**src/rtl/da_tap_feeder.sv**
```systemverilog
// Sample FIFO plus a three-tap delay line that shifts once per DA frame boundary.
// Optional DA_FEEDER_UNDERRUN_CNT_EN adds an 8-bit saturating underrun counter output.
module da_tap_feeder #(
   parameter int FIFO_DEPTH = 4,
   parameter int FRAME_LEN  = 6
) (
   input  logic       clk,
   input  logic       reset,
   input  logic [3:0] x_in,
   input  logic       x_valid,
   output logic       x_ready,
   output logic [3:0] x_in0,
   output logic [3:0] x_in1,
   output logic [3:0] x_in2,
   output logic       frame_start,
   output logic       taps_valid,
   output logic       underrun
`ifdef DA_FEEDER_UNDERRUN_CNT_EN
   ,
   output logic [7:0] underrun_cnt
`endif
);

   localparam int         AW      = $clog2(FIFO_DEPTH);
   localparam logic [3:0] FC_LAST = 4'(FRAME_LEN - 1);
   localparam logic [AW:0] PTR_ONE = (AW + 1)'(1);

   typedef enum logic [1:0] {
      S_EMPTY,
      S_FILL,
      S_RUN
   } state_t;

   logic [3:0]  mem_q [FIFO_DEPTH];
   logic [AW:0] wr_ptr_q, wr_ptr_d;
   logic [AW:0] rd_ptr_q, rd_ptr_d;
   logic [3:0]  fc_q, fc_d;
   logic [3:0]  tap0_q, tap1_q, tap2_q;
   logic [1:0]  fill_q;
   state_t      state_q;
   logic        frame_start_q, underrun_q, taps_valid_q;
`ifdef DA_FEEDER_UNDERRUN_CNT_EN
   logic [7:0]  underrun_cnt_q;
`endif

   logic full, empty, push, boundary, pop;

   // Flags come only from registered pointers, so a same-edge pop never bypasses into x_ready.
   assign full     = (wr_ptr_q == {~rd_ptr_q[AW], rd_ptr_q[AW-1:0]});
   assign empty    = (wr_ptr_q == rd_ptr_q);
   assign x_ready  = ~full;
   assign push     = x_valid & ~full;
   assign boundary = (fc_q == FC_LAST);
   assign pop      = boundary & ~empty;

   // NOTE: every always_comb output gets a default first so no latch is inferred.
   always_comb begin
      wr_ptr_d = wr_ptr_q;
      rd_ptr_d = rd_ptr_q;
      fc_d     = fc_q + 4'd1;
      if (push)     wr_ptr_d = wr_ptr_q + PTR_ONE;
      if (pop)      rd_ptr_d = rd_ptr_q + PTR_ONE;
      if (boundary) fc_d     = '0;
   end

   // NOTE: sample storage has no reset; the reset pointers already mark it empty.
   always_ff @(posedge clk) begin
      if (push) mem_q[wr_ptr_q[AW-1:0]] <= x_in;
   end

   // NOTE: sequential state uses non-blocking assignments only, so all taps shift on one edge.
   always_ff @(posedge clk or negedge reset) begin
      if (!reset) begin
         wr_ptr_q      <= '0;
         rd_ptr_q      <= '0;
         fc_q          <= '0;
         tap0_q        <= '0;
         tap1_q        <= '0;
         tap2_q        <= '0;
         fill_q        <= '0;
         state_q       <= S_EMPTY;
         frame_start_q <= 1'b0;
         underrun_q    <= 1'b0;
         taps_valid_q  <= 1'b0;
`ifdef DA_FEEDER_UNDERRUN_CNT_EN
         underrun_cnt_q <= '0;
`endif
      end else begin
         wr_ptr_q      <= wr_ptr_d;
         rd_ptr_q      <= rd_ptr_d;
         fc_q          <= fc_d;
         frame_start_q <= boundary;
         underrun_q    <= 1'b0;
         if (pop) begin
            tap2_q <= tap1_q;
            tap1_q <= tap0_q;
            tap0_q <= mem_q[rd_ptr_q[AW-1:0]];
            case (state_q)
               S_EMPTY: begin
                  state_q <= S_FILL;
                  fill_q  <= 2'd1;
               end
               S_FILL: begin
                  fill_q <= fill_q + 2'd1;
                  if (fill_q == 2'd2) begin
                     state_q      <= S_RUN;
                     taps_valid_q <= 1'b1;
                  end
               end
               default: ;
            endcase
         end else if (boundary && state_q == S_RUN) begin
            // Starved frame in RUN: keep the line moving with a zero sample.
            tap2_q     <= tap1_q;
            tap1_q     <= tap0_q;
            tap0_q     <= '0;
            underrun_q <= 1'b1;
`ifdef DA_FEEDER_UNDERRUN_CNT_EN
            if (underrun_cnt_q != 8'hFF) underrun_cnt_q <= underrun_cnt_q + 8'd1;
`endif
         end
      end
   end

   assign x_in0       = tap0_q;
   assign x_in1       = tap1_q;
   assign x_in2       = tap2_q;
   assign frame_start = frame_start_q;
   assign underrun    = underrun_q;
   assign taps_valid  = taps_valid_q;
`ifdef DA_FEEDER_UNDERRUN_CNT_EN
   assign underrun_cnt = underrun_cnt_q;
`endif

endmodule

```
**config.mk**
```make
export PLATFORM = sky130hd
export DESIGN_NAME = da_tap_feeder
export DESIGN_NICKNAME = d
export VERILOG_FILES = /design/src/rtl/da_tap_feeder.sv
export SDC_FILE = /design/constraint.sdc
export NUM_CORES = 1
export LEC_CHECK = 0
export BUFFER_PORTS_ARGS = -buffer_cell sky130_fd_sc_hd__buf_2
export CORE_AREA = 4 4 67 69
export DETAILED_ROUTE_END_ITERATION = 8
export DIE_AREA = 0 0 71 73
export GPL_TIMING_DRIVEN = 0
export PLACE_DENSITY = 0.71
export SETUP_SLACK_MARGIN = 0.4
export SLEW_MARGIN = 20
export SYNTH_ARGS = -nofsm -noshare
export SYNTH_HDL_FRONTEND = slang
export SYNTH_SLANG_ARGS = --single-unit
```
**constraint.sdc**
```tcl
create_clock -name clk -period 1.8 [get_ports clk]
set_clock_uncertainty 0.2 [all_clocks]
set_input_delay 0.27 -clock clk [delete_from_list [all_inputs] [get_ports clk]]
set_output_delay 0.27 -clock clk [all_outputs]
set_load 0.02 [all_outputs]
```
Word-level counts from Yosys, hierarchy flattened
Memories as Yosys holds them, arrays and structs flattened.
Index checks and enable logic that the tools add are counted.
W data, S select, Z words.
{ "word_totals": {"reg_bits": 29, "output_inout_bits": 16, "ramBits": 16, "latchBits": 0, "mem_count": 1, "mem_bits_ro": 0, "word_cells": 49, "in_bits": 7} }
{ "op_classes": {"bitwise": 5, "eq_ne": 7, "n_shift": 0, "div": 0, "n_reduce_logical": 7, "n_addsub": 4, "magnitude_cmp": 0, "n_mux": 14, "multipliers": 0} }
{ "mem_list": {"columns": ["name", "words", "width", "rd", "rd_clocked_by_memory_dff", "write_ports", "line", "source"], "rows": [
  ["mem_q", 4, 4, 1, 0, 1, "34", "logic [3:0] mem_q [FIFO_DEPTH];"]
]} }
{ "ops": {"columns": ["operator", "n"], "rows": [
  ["$mux W4", 7],
  ["$pmux W2 S2", 2],
  ["$add A3 B1 Y3 const B", 2],
  ["$eq A3 B3 Y1", 2],
  ["$reduce_and A3 Y1", 2],
  ["$add A4 B1 Y4 const B", 1],
  ["$eq A2 B2 Y1 const B", 2],
  ["$eq A4 B3 Y1 const B", 1],
  ["$mux W1", 4],
  ["$reduce_bool A2 Y1", 2],
  ["$not A1 Y1", 3],
  ["$add A2 B1 Y2 const B", 1],
  ["$and A1 B1 Y1", 2],
  ["$eq A2 B1 Y1 const B", 1],
  ["$logic_not A2 Y1", 1],
  ["$mux W2", 1],
  ["$ne A2 B2 Y1 const B", 1],
  ["$reduce_and A2 Y1", 1],
  ["$logic_and A1 B1 Y1", 1]
]} }

Depth between registers and ports, before layout
{ "logic_depth": {"ltp_word": 6, "depth_mapped": 6, "mapped_depth_nobuf": 4} }

Worst setup path before layout
OpenSTA, ideal clock, no wires.
{ "synth_timing": {"kind": "reg2reg", "from": "reg rd_ptr_q[0]", "to": "reg wr_ptr_q[1]", "period_less_slack_ns": 1.849, "t_arrival_ns": 1.524, "stages_incl_launch_ff": 6, "path_slack_ns": -0.049, "t_required_ns": 1.475, "path_buffers": 1, "setup_ns": 0.125, "cell_sequence": "dfrtp_1 > buf_6 > xnor2_4 > nand3b_1 > nand2_1 > mux2_2"} }
{ "synth_via": {"elab_chain_cells": 3} }
{ "synth_lines": {"columns": ["item", "line", "source"], "rows": [
  ["start, declared", "36", "logic [AW:0] rd_ptr_q, rd_ptr_d;"],
  ["start signal, assigned", "90", "rd_ptr_q <= rd_ptr_d;"],
  ["$eq A3 B3 Y1", "49", "assign full = (wr_ptr_q == {~rd_ptr_q[AW], rd_ptr_q[AW-1:0]});"],
  ["$not A1 Y1", null, null],
  ["net x_ready", "11", "output logic x_ready,"],
  ["$and A1 B1 Y1", "52", "assign push = x_valid & ~full;"],
  ["end signal, assigned", "89", "wr_ptr_q <= wr_ptr_d;"],
  ["end, declared", "35", "logic [AW:0] wr_ptr_q, wr_ptr_d;"]
]} }
The timed path passes the listed nets, and every way through them passes these cells.
A chain may end at the register's enable or synchronous reset.

Worst setup path in the final report
{ "layout_timing": {"from": "reg rd_ptr_q[0]", "to": "out x_ready"} }
{ "layout_via": {"elab_chain_cells": 2} }
{ "layout_lines": {"columns": ["item", "line", "source"], "rows": [
  ["$eq A3 B3 Y1", "49", null],
  ["$not A1 Y1", "51", "assign x_ready = ~full;"],
  ["end, declared", "11", null]
]} }
No other way between the ends.

==> impl_metrics.json <==
{
  "mostFrequentLayoutCells": "dfrtp_1 (26), buf_2 (21), edfxtp_1 (16), mux2_4 (12), buf_4 (11)",
  "area_delta_synth_final_pct": 29.2,
  "period_needed_ps": 1800,
  "grt_use_met3_pct": 3.44,
  "max_slew_margin_pct": 57.9,
  "start_util_pct": 48.7,
  "vias_per_cell": 5.02,
  "post-route-drc-count": 0,
  "busiest_layer": "met2",
  "final_area_mm2": 0.00246,
  "cts_buffers": 5,
  "p_leak_nw": 1.08,
  "synth_nets": 128,
  "track_usage_pct": 13.6,
  "clk_pin_slew_ps": 70,
  "nets": 176,
  "grt_pass1_vias": 1145,
  "seq_area_frac_synth_pct": 63.3,
  "wl_um": 3180,
  "root_buffer": "clkbuf_8",
  "dr.first_iter.drc_count": 59,
  "yosysWarnings": 0,
  "syn_avg_cell_area_um2": 16.6,
  "portBuffers": 22,
  "tns_ps": -4.81,
  "rows": 23,
  "tritoncts": "done",
  "dpl_cell_area_mm2": 0.00215,
  "fillers": 309,
  "clock_latency_ps": 290,
  "diodes": 0,
  "synth_adder_area_share_pct": 3.94,
  "synth.area.top_cells": "dfrtp_1 (38%), edfxtp_1 (25%), mux4_1 (5.5%), ha_1 (3.9%), mux2_1 (3.5%)",
  "wl_per_cell_um": 14.9,
  "reg2reg_depth": 6,
  "timing.final.crit_share_pct": 100,
  "fp.coreArea_mm2": 0.00391,
  "synth_compound_area_share_pct": 5.32,
  "critPathKind": "flip-flop to output port",
  "worst_slew_pin_slew_ps": 632,
  "rsz0062_at_grt": "true",
  "start_kind": "flip-flop",
  "grt_pass1_wl_um": 5360,
  "netlist_area_mm2": 0.00191,
  "slew_violations": 0,
  "critPathMaxFanout": 3,
  "power_density_mw_per_mm2": 1700,
  "route.vias.total": 1075,
  "syn_inst": 115,
  "cap_violations": 0,
  "final_common_cell": "dfrtp_1",
  "hpwl_um": 2070,
  "yosysTopAreaCell": "dfrtp_1",
  "setup_slack_ps": -4.81,
  "synth_top_family_by_area": "multiplexers",
  "drive_gt1_share_pct": 54.9,
  "die_h_um": 73,
  "peakVddDrop_v": 0.000816,
  "worst_setup_path_end_kind": "output port",
  "status": "complete, but fails checks",
  "violations": "negative setup slack",
  "synth-xor-area-share_pct": 5.45,
  "grt_max_degree": 30,
  "use_met1_pct": 17.6,
  "setup_viol": 1,
  "clock_sinks": 45,
  "dieArea_mm2": 0.00518,
  "cts_buffer_depth": 2,
  "antenna_found_initial": 0,
  "ant_nets": 0,
  "place_inst": 187,
  "dr.pass1.iters": 4,
  "pin_count": 23,
  "finalNonFillerCells": 214,
  "worstPathRequired_ps": 1330,
  "synthMuxAreaShare_pct": 13.6,
  "gp_congestion": 0.687,
  "ys_seq_elements": 45,
  "min_path_type": "input port to flip-flop",
  "crit_arrival_ps": 1330,
  "clock.fmax_mhz": 554,
  "hold_viol": 0,
  "ys_types": 31,
  "overflow": 0,
  "pre_cts_ws_ps": -133,
  "yosysTopAreaCellShare_pct": 38.1,
  "synth-simple-area-share_pct": 6.24,
  "use_met2_pct": 21.5,
  "htreeDepth": 2,
  "fp.dieW_um": 71,
  "hold_depth": 1
}
[area by class of cell]
type	count	area [um2]	share of cell area [%]
inverter	6	22.5	0.915
clock buffer	7	96.3	3.91
buffer	2	22.5	0.915
tap	50	62.6	2.54
multi-input combinational	62	757	30.7
sequential	45	1210	49.1
clock inverter	1	5.00	0.203
timing repair buffer	41	287	11.6
[power by group]
| part | switching, mW | leakage, nW | internal [mW] |
|---|---|---|---|
| combinational | 0.815 | 0.539 | 1.01 |
| sequential | 0.270 | 0.491 | 1.42 |
| clock | 0.313 | 0.0542 | 0.347 |
[synth_stat cells]
cell	number
a21oi_1	1
a22o_2	4
a31oi_4	1
and2b_4	1
and3_1	4
buf_4	1
buf_6	1
dfrtp_1	29
edfxtp_1	16
ha_1	6
inv_1	6
mux2_1	6
mux2_2	5
mux2_4	2
mux4_1	4
nand2_1	6
nand2b_1	1
nand3_1	2
nand3_2	1
nand3b_1	1
nand4bb_1	1
nor2_1	1
nor2b_1	2
o21ai_0	2
o21ai_2	1
o21bai_1	1
o22a_1	1
xnor2_1	3
xnor2_2	2
xnor2_4	1
xor2_1	2
[routing by layer]
metal | wire [um] | vias to the layer above
met1 | 1460 | 535
met4 | 59 | 0
li1 | - | 504
met2 | 1500 | 27
met3 | 159 | 9
met5 | 0 | -
[state kept, by name (all words and copies together), names as in the netlist]
register	cells
fc_q	4
fill_q	2
frame_start	1
mem_q	16
rd_ptr_q	3
state_q	2
taps_valid	1
underrun	1
wr_ptr_q	3
x_in0	4
x_in1	4
x_in2	4
[worst max-delay path, cell delays in order (launching register included)]
cell and delay [ps]:
dfrtp_1 400, buf_6 140, xnor2_4 170, nand3b_1 170, buf_6 170
[what timing repair did]
item / in CTS / in global routing
endpoints found under the hold margin: 33 / 0
endpoints found under the setup margin: 40 / 41
resized for setup: 23 / 3
setup buffers: 13 / 4
hold buffers: 2 / 0
pin swaps: 11 / 4
[path summary, 6_finish.rpt]
| kind | from | to | slack (ps) |
|---|---|---|---|
| worst max-delay path | rd_ptr_q[0] | x_ready | -5 |
| worst min-delay path | x_in[2] | mem_q[1][2] | 5 |
| worst max register to register | rd_ptr_q[0] | x_in1[3] | 10 |
| worst min register to register | taps_valid | taps_valid | 280 |
| max in group asynchronous | reset | wr_ptr_q[0] | 620 |
| min in group asynchronous | reset | frame_start | 330 |
[per-stage QoR]
stage | utilization, % | power [mW] | hold WS [ps]
after floorplan | - | 2.76 | -226
after global placement | 54.9 | 3.07 | 116
after detailed placement | 54.9 | 3.15 | 125
after CTS | 61.7 | 4.11 | 2.45
after global routing | 62.9 | 4.44 | 1.42
final | 62.9 | 4.18 | 5.24
[cell families (layout without fill, tap and decap cells)]
group	after synthesis	after routing
AO/OA/AOI/OAI	11	11
AND/OR/NAND/NOR	20	20
flip-flops	45	45
adder cells (fa/ha/maj)	6	6
buffers and inverters	8	57
XOR/XNOR	8	8
multiplexers	17	17
Power figures use the tool's default switching activity.
